## src/rtl/cpu2_ctrl_if.sv

```systemverilog
`default_nettype none
// ============================================================================
//  Module   : cpu2_ctrl_if
//  Purpose  : Instruction handshake and datapath control bundle between the
//             cpu2 control sequencer and its datapath / instruction source.
//  Revision : 1.0  initial release
// ============================================================================
interface cpu2_ctrl_if #(
  parameter int RETIRE_W = 16
);
  logic [31:0]         instr;
  logic                instr_valid;
  logic                instr_ready;
  logic                mem_ready;
  logic                ir_we;
  logic [4:0]          rs1;
  logic [4:0]          rs2;
  logic [4:0]          rd;
  logic [31:0]         imm;
  logic                alu_src_imm;
  logic                mem_re;
  logic                mem_we;
  logic                mem_to_reg;
  logic                reg_we;
  logic                busy;
  logic                illegal;
  logic [RETIRE_W-1:0] retired;

  // Sequencer side: consumes instructions, drives datapath controls
  modport master (
    input  instr, instr_valid, mem_ready,
    output instr_ready, ir_we, rs1, rs2, rd, imm, alu_src_imm,
           mem_re, mem_we, mem_to_reg, reg_we, busy, illegal, retired
  );

  // Datapath / instruction source side
  modport slave (
    output instr, instr_valid, mem_ready,
    input  instr_ready, ir_we, rs1, rs2, rd, imm, alu_src_imm,
           mem_re, mem_we, mem_to_reg, reg_we, busy, illegal, retired
  );
endinterface
`default_nettype wire

```

## src/rtl/cpu2_ctrl.sv

```systemverilog
`default_nettype none
// ============================================================================
//  Module   : cpu2_ctrl
//  Purpose  : Multicycle control sequencer for the cpu2 datapath. Decodes
//             RV32I addi / lw / sw, steps FETCH-DECODE-EXEC-MEM-WB, traps on
//             unsupported encodings or memory timeout, counts retirements.
//  Revision : 1.0  initial release
// ============================================================================
module cpu2_ctrl #(
  parameter int RETIRE_W    = 16,
  parameter int MEM_TIMEOUT = 8
) (
  input  logic        clk,
  input  logic        rst,        // asynchronous, active-low
  cpu2_ctrl_if.master bus
);

  // Wait counter only needs to reach MEM_TIMEOUT-1
  localparam int                WAIT_W     = (MEM_TIMEOUT < 2) ? 1 : $clog2(MEM_TIMEOUT + 1);
  localparam bit                TIMEOUT_EN = (MEM_TIMEOUT != 0);
  localparam logic [WAIT_W-1:0] WAIT_LAST  = WAIT_W'(MEM_TIMEOUT - 1);

  localparam logic [6:0] OPC_OP_IMM = 7'b0010011;
  localparam logic [6:0] OPC_LOAD   = 7'b0000011;
  localparam logic [6:0] OPC_STORE  = 7'b0100011;
  localparam logic [2:0] F3_ADDI    = 3'b000;
  localparam logic [2:0] F3_WORD    = 3'b010;

  typedef enum logic [2:0] {
    S_FETCH  = 3'd0,
    S_DECODE = 3'd1,
    S_EXEC   = 3'd2,
    S_MEM    = 3'd3,
    S_WB     = 3'd4,
    S_TRAP   = 3'd5
  } state_e;

  state_e              state_q;
  logic [31:0]         ir_q;
  logic [WAIT_W-1:0]   wait_q;
  logic [RETIRE_W-1:0] retired_q;

  logic is_addi;
  logic is_lw;
  logic is_sw;
  logic is_legal;
  logic [31:0] imm_i;
  logic [31:0] imm_s;

  // Instruction class decode from the latched IR
  assign is_addi  = (ir_q[6:0] == OPC_OP_IMM) && (ir_q[14:12] == F3_ADDI);
  assign is_lw    = (ir_q[6:0] == OPC_LOAD)   && (ir_q[14:12] == F3_WORD);
  assign is_sw    = (ir_q[6:0] == OPC_STORE)  && (ir_q[14:12] == F3_WORD);
  assign is_legal = is_addi | is_lw | is_sw;

  assign imm_i = {{20{ir_q[31]}}, ir_q[31:20]};
  assign imm_s = {{20{ir_q[31]}}, ir_q[31:25], ir_q[11:7]};

  // Sequencer: state, IR capture, memory wait counter and retire counter
  always_ff @(posedge clk or negedge rst) begin
    if (!rst) begin
      state_q   <= S_FETCH;
      ir_q      <= '0;
      wait_q    <= '0;
      retired_q <= '0;
    end else begin
      case (state_q)
        S_FETCH: begin
          if (bus.instr_valid) begin
            ir_q    <= bus.instr;
            state_q <= S_DECODE;
          end
        end
        S_DECODE: begin
          state_q <= is_legal ? S_EXEC : S_TRAP;
        end
        S_EXEC: begin
          // Counter starts fresh for every memory access
          wait_q  <= '0;
          state_q <= is_addi ? S_WB : S_MEM;
        end
        S_MEM: begin
          if (bus.mem_ready) begin
            if (is_sw) begin
              retired_q <= retired_q + RETIRE_W'(1);
              state_q   <= S_FETCH;
            end else begin
              state_q   <= S_WB;
            end
          end else if (TIMEOUT_EN && (wait_q == WAIT_LAST)) begin
            state_q <= S_TRAP;
          end else begin
            wait_q  <= wait_q + WAIT_W'(1);
          end
        end
        S_WB: begin
          retired_q <= retired_q + RETIRE_W'(1);
          state_q   <= S_FETCH;
        end
        S_TRAP: begin
          state_q <= S_TRAP;
        end
        default: begin
          state_q <= S_TRAP;
        end
      endcase
    end
  end

  // Controls decode from state and IR so reset drops every strobe at once
  assign bus.instr_ready = (state_q == S_FETCH);
  assign bus.ir_we       = bus.instr_valid & bus.instr_ready;
  assign bus.busy        = (state_q != S_FETCH) && (state_q != S_TRAP);
  assign bus.illegal     = (state_q == S_TRAP);
  assign bus.alu_src_imm = (state_q == S_EXEC) || (state_q == S_MEM);
  assign bus.mem_re      = (state_q == S_MEM) && is_lw;
  assign bus.mem_we      = (state_q == S_MEM) && is_sw;
  assign bus.mem_to_reg  = (state_q == S_WB) && is_lw;
  assign bus.reg_we      = (state_q == S_WB) && (ir_q[11:7] != 5'd0);

  assign bus.rs1     = ir_q[19:15];
  assign bus.rs2     = ir_q[24:20];
  assign bus.rd      = ir_q[11:7];
  assign bus.imm     = is_sw ? imm_s : imm_i;
  assign bus.retired = retired_q;

endmodule
`default_nettype wire

```

## src/flat_wrapper.sv

```systemverilog
// flat-port wrapper written by rule: the top's interface ports become plain ports
module cpu2_ctrl_flat 
#(
  parameter int RETIRE_W    = 16,
  parameter int MEM_TIMEOUT = 8
)
  (clk, rst, bus_instr, bus_instr_valid, bus_mem_ready, bus_instr_ready, bus_ir_we, bus_rs1, bus_rs2, bus_rd, bus_imm, bus_alu_src_imm, bus_mem_re, bus_mem_we, bus_mem_to_reg, bus_reg_we, bus_busy, bus_illegal, bus_retired);
  cpu2_ctrl_if #(.RETIRE_W(RETIRE_W)) bus_i ();
  input  logic clk;
  input  logic rst;
  input wire logic [$bits(bus_i.instr)-1:0] bus_instr;
  input wire logic [$bits(bus_i.instr_valid)-1:0] bus_instr_valid;
  input wire logic [$bits(bus_i.mem_ready)-1:0] bus_mem_ready;
  output wire logic [$bits(bus_i.instr_ready)-1:0] bus_instr_ready;
  output wire logic [$bits(bus_i.ir_we)-1:0] bus_ir_we;
  output wire logic [$bits(bus_i.rs1)-1:0] bus_rs1;
  output wire logic [$bits(bus_i.rs2)-1:0] bus_rs2;
  output wire logic [$bits(bus_i.rd)-1:0] bus_rd;
  output wire logic [$bits(bus_i.imm)-1:0] bus_imm;
  output wire logic [$bits(bus_i.alu_src_imm)-1:0] bus_alu_src_imm;
  output wire logic [$bits(bus_i.mem_re)-1:0] bus_mem_re;
  output wire logic [$bits(bus_i.mem_we)-1:0] bus_mem_we;
  output wire logic [$bits(bus_i.mem_to_reg)-1:0] bus_mem_to_reg;
  output wire logic [$bits(bus_i.reg_we)-1:0] bus_reg_we;
  output wire logic [$bits(bus_i.busy)-1:0] bus_busy;
  output wire logic [$bits(bus_i.illegal)-1:0] bus_illegal;
  output wire logic [$bits(bus_i.retired)-1:0] bus_retired;
  assign bus_i.instr = bus_instr;
  assign bus_i.instr_valid = bus_instr_valid;
  assign bus_i.mem_ready = bus_mem_ready;
  assign bus_instr_ready = bus_i.instr_ready;
  assign bus_ir_we = bus_i.ir_we;
  assign bus_rs1 = bus_i.rs1;
  assign bus_rs2 = bus_i.rs2;
  assign bus_rd = bus_i.rd;
  assign bus_imm = bus_i.imm;
  assign bus_alu_src_imm = bus_i.alu_src_imm;
  assign bus_mem_re = bus_i.mem_re;
  assign bus_mem_we = bus_i.mem_we;
  assign bus_mem_to_reg = bus_i.mem_to_reg;
  assign bus_reg_we = bus_i.reg_we;
  assign bus_busy = bus_i.busy;
  assign bus_illegal = bus_i.illegal;
  assign bus_retired = bus_i.retired;
  cpu2_ctrl #(.RETIRE_W(RETIRE_W), .MEM_TIMEOUT(MEM_TIMEOUT)) u_core (.clk(clk), .rst(rst), .bus(bus_i));
endmodule
```

## config.mk

```make
export PLATFORM = sky130hd
export DESIGN_NAME = cpu2_ctrl_flat
export DESIGN_NICKNAME = d
export VERILOG_FILES = /design/src/rtl/cpu2_ctrl_if.sv /design/src/rtl/cpu2_ctrl.sv /design/src/flat_wrapper.sv
export SDC_FILE = /design/constraint.sdc
export NUM_CORES = 1
export LEC_CHECK = 0
export ABC_AREA = 1
export CAP_MARGIN = 5
export CORE_MARGIN = 2
export CORE_UTILIZATION = 37
export CTS_BUF_LIST = sky130_fd_sc_hd__clkbuf_4 sky130_fd_sc_hd__clkbuf_8
export DETAILED_ROUTE_END_ITERATION = 10
export PLACE_DENSITY = 0.68
export SLEW_MARGIN = 20
export SYNTH_ARGS = -nofsm -noshare
export SYNTH_HDL_FRONTEND = slang
export SYNTH_SLANG_ARGS = --single-unit
```

## constraint.sdc

```tcl
create_clock -name clk -period 2.05 [get_ports clk]
set_input_delay 0.615 -clock clk [delete_from_list [all_inputs] [get_ports clk]]
set_output_delay 0.615 -clock clk [all_outputs]
set_load 0.02 [all_outputs]
```

==> results.yml <==
outcome:
  status: "finished, violations left"
  violations: "setup timing"
worst_setup_path:
  critical_path_buf_inv_count: 3
  crit_start: "u_core.ir_q[3]"
  path_delay_family: "buffers and inverters"
  cpMostUsedCell: "buf_4"
  critPathKind: "reg2out"
  start_kind: "register"
  reg2reg_slack_ns: 0.29
  cp_slowest_cell: "dfrtp_1"
  worstReg2RegStart: "u_core.ir_q[3]"
  worstPathRequired_ns: 1.43
  path_cells: "inv_2, nand2_2, nor2_4, nand4_1, buf_4, nand2_1, o21ai_0, buf_4"
  worstPathMaxFanout: 4
  end_kind: "output port"
  cpPeakStageDelay_ns: 0.39
  cp.arrival_ns: 1.59
synth:
  netlist_instances: 418
  syn-num-nets: 456
  yosysWarnings: 0
  synth_top_area_share_pct: 41.97
  syn_area_um2: 3279
  ys_seq_elements: 55
  ys_top_cells_by_area: "dfrtp_1 42%, nand2_1 16%, buf_4 9.6%, nand3_1 5.2%, nand2_2 4.8%"
  ys_types: 29
  synth_top_area_cell: "dfrtp_1"
  syn_avg_cell_area_um2: 7.845
  synth_seq_area_share_pct: 41.97
route:
  wirelength_um: 7521
  drt_first_pass_iters: 4
  drtIter0Drc: 71
  drc: 0
  via_per_inst: 4.473
  drt-wirelength-per-cell_um: 11.98
  vias: 2809
  ant_nets: 0
placed_design:
  pre_cts_ws_ns: -0.4388
  io_buffers: 107
  dpl_cell_area_um2: 4365
  hpwl_um: 5716
  place_congestion: 0.8050
clocking:
  clock_sinks: 55
  postCtsHoldBufs: 0
  clk_pin_slew_ns: 0.10
  cts_tree: "yes"
  cts_buffer_depth: 2
  clk_latency_ns: 0.30
  htree_levels: 2
  cts_made_buffers: 5
  root_buffer: "clkbuf_8"
final_layout:
  fillers: 825
  drive_gt1_share_pct: 22.69
  nets: 557
  fin_area_um2: 4536
  multiInputGateArea_um2: 1413
  n_antenna_cell: 0
  area.growth.synth_to_final_pct: 38.31
  seq_area_um2: 1378
  utilization_pct: 52.26
timing:
  clock.fmax_mhz: 453.0
  worst_slack_ns: -0.1575
  fin_crit_sh_pct: 107.7
  tns_ns: -0.9392
  hold_viol: 0
  setup_violations: 8
  tightest_slew_ns: 0.3830
  finalCriticalPeriod_ns: 2.208
  skew_ns: 0.005995
  rsz0062_at_grt: "yes"
  slew_violations: 0
  maxSlewHeadroom_pct: 74.47
floorplan:
  rows: 34
  core_area_um2: 8678
  die_h_um: 98.15
  ios: 108
  die_area_um2: 9632
  start_util_pct: 37.79
  die_width_um: 98.15
pwr:
  power_density_nw_per_um2: 485.2
  seq_power_share_pct: 51.8
  ir_worst_vdd_mv: 0.2768
  leakagePower_nw: 2.436
  net-switching-power_mw: 0.5231
  clkPwrFrac_pct: 33.6
  internal_power_mw: 1.677
  pwr-share-comb_pct: 14.5
  swShare_pct: 23.77
grt:
  grt-ovfl-total: 0
  groute.usage.overall_pct: 15.47
  grt_pass1_wl_um: 12300
  grt_pass1_vias: 2676
  grt_max_degree: 56
  antenna_found_initial: 0
min_path:
  min_path_type: "in2async"
flow_run:
  max_cap_violations: 0
per-layer routing:
layer | track usage [%] | vias to the layer above | wire (um)
li1 | - | 1459 | -
met1 | 18.50 | 1281 | 3212
met2 | 27.45 | 58 | 3859
met3 | 3.865 | 11 | 324
met4 | 4.742 | 0 | 125
met5 | 0 | - | 0
through the flow:
stage	total power, mW	hold slack (ns)	cells
2_1_floorplan	1.329	0.3194	418
3_3_place_gp	1.489	0.4559	615
3_5_place_dp	1.495	0.4574	615
4_1_cts	2.237	0.2981	626
5_1_grt	2.305	0.3085	628
6_report	2.201	0.2926	628
registers in the layout (all words and copies together), names as in the netlist:
name,count
u_core.ir_q,32
u_core.bus.retired,16
u_core.wait_q,4
u_core.state_q,3
path summary, 6_finish.rpt:
path / endpoint / cells after the start
setup reg to reg: u_core.bus.retired[2] / 13
hold reg to reg: u_core.ir_q[19] / 2
setup / recovery: bus_imm[2] / 8
hold / removal: u_core.bus.retired[2] / 2
min in group clk: u_core.ir_q[19] / 2
max in group asynchronous: u_core.state_q[2] / 2
cell type report:
class	instances	area share, %
Multi-Input combinational cell	278	31.14
Sequential cell	55	30.37
Timing Repair Buffer	145	29.99
Tap cell	108	2.979
Inverter	34	2.924
Clock buffer	6	1.821
Clock inverter	2	0.7724
synthesized netlist by cell type:
cell      count
nor2_2        1
dfrtp_1      55
nand3b_1      1
buf_12        1
nor3_1        4
nand2_1     136
nand2_2      25
xor2_1        6
inv_2         6
nor2_8        1
a21oi_1       1
buf_4        42
a21oi_2       1
inv_1        26
nand2_8       2
inv_4         2
o21ai_0      13
buf_6         2
o41ai_1       1
nand4_1       3
or2_2         1
xnor2_1       5
ha_1          2
buf_2         6
nand3_1      34
nor2_4        7
o21ai_1       4
mux2i_1       1
nor2_1       29
kinds of logic after synthesis:
group,share of synthesized area (%)
adders and majority gates,0.7629
buffers and inverters,15.87
AOI/OAI and AO/OA,3.281
DFF,41.97
muxes,0.3052
and+or+nand+nor,34.87
xor gates and xnor gates,2.938
timing repair:
item | 4_1_cts | 5_1_grt
setup endpoints to repair | 37 | 23
pin swaps | 2 | 4
setup buffers | 3 | 2
resized for setup | 92 | 28
worst register-to-register path, stage by stage (launching register included):
cell	delay [ns]
dfrtp_1	0.39
inv_2	0.06
nand2_2	0.05
nor2_4	0.10
buf_4	0.12
buf_6	0.09
nand2_2	0.06
nor2_4	0.14
nand2_2	0.08
buf_4	0.16
nand2_8	0.13
nand2_8	0.14
nand2_1	0.09
nand2_1	0.05
cells in the final DEF (no fill, tap or decap), types with 2 or more instances in the layout:
cell / instances
dfrtp_1: 54
nand3_1: 34
inv_4: 2
buf_6: 7
buf_2: 3
nand2_2: 27
buf_12: 2
inv_1: 22
clkdlybuf4s50_1: 58
nor2_2: 4
dlymetal6s2s_1: 11
o21ai_0: 12
inv_2: 10
buf_4: 39
o21ai_1: 5
dlygate4sd2_1: 24
nor2_1: 26
ha_1: 2
nand2_8: 2
xor2_1: 6
nand4_1: 3
xnor2_1: 5
nor3_1: 4
nand2_1: 133
nor2_4: 7
clkbuf_8: 6
power by group through the flow:
stage	sequential (mW)	combinational [mW]	clock (mW)
after global routing	1.14	0.344	0.816
after floorplan	1.16	0.168	0
after global placement	1.16	0.331	0
after CTS	1.14	0.323	0.774
after detailed placement	1.16	0.335	0
final	1.14	0.320	0.740
Note: power is estimated with default switching activity, not from simulation.
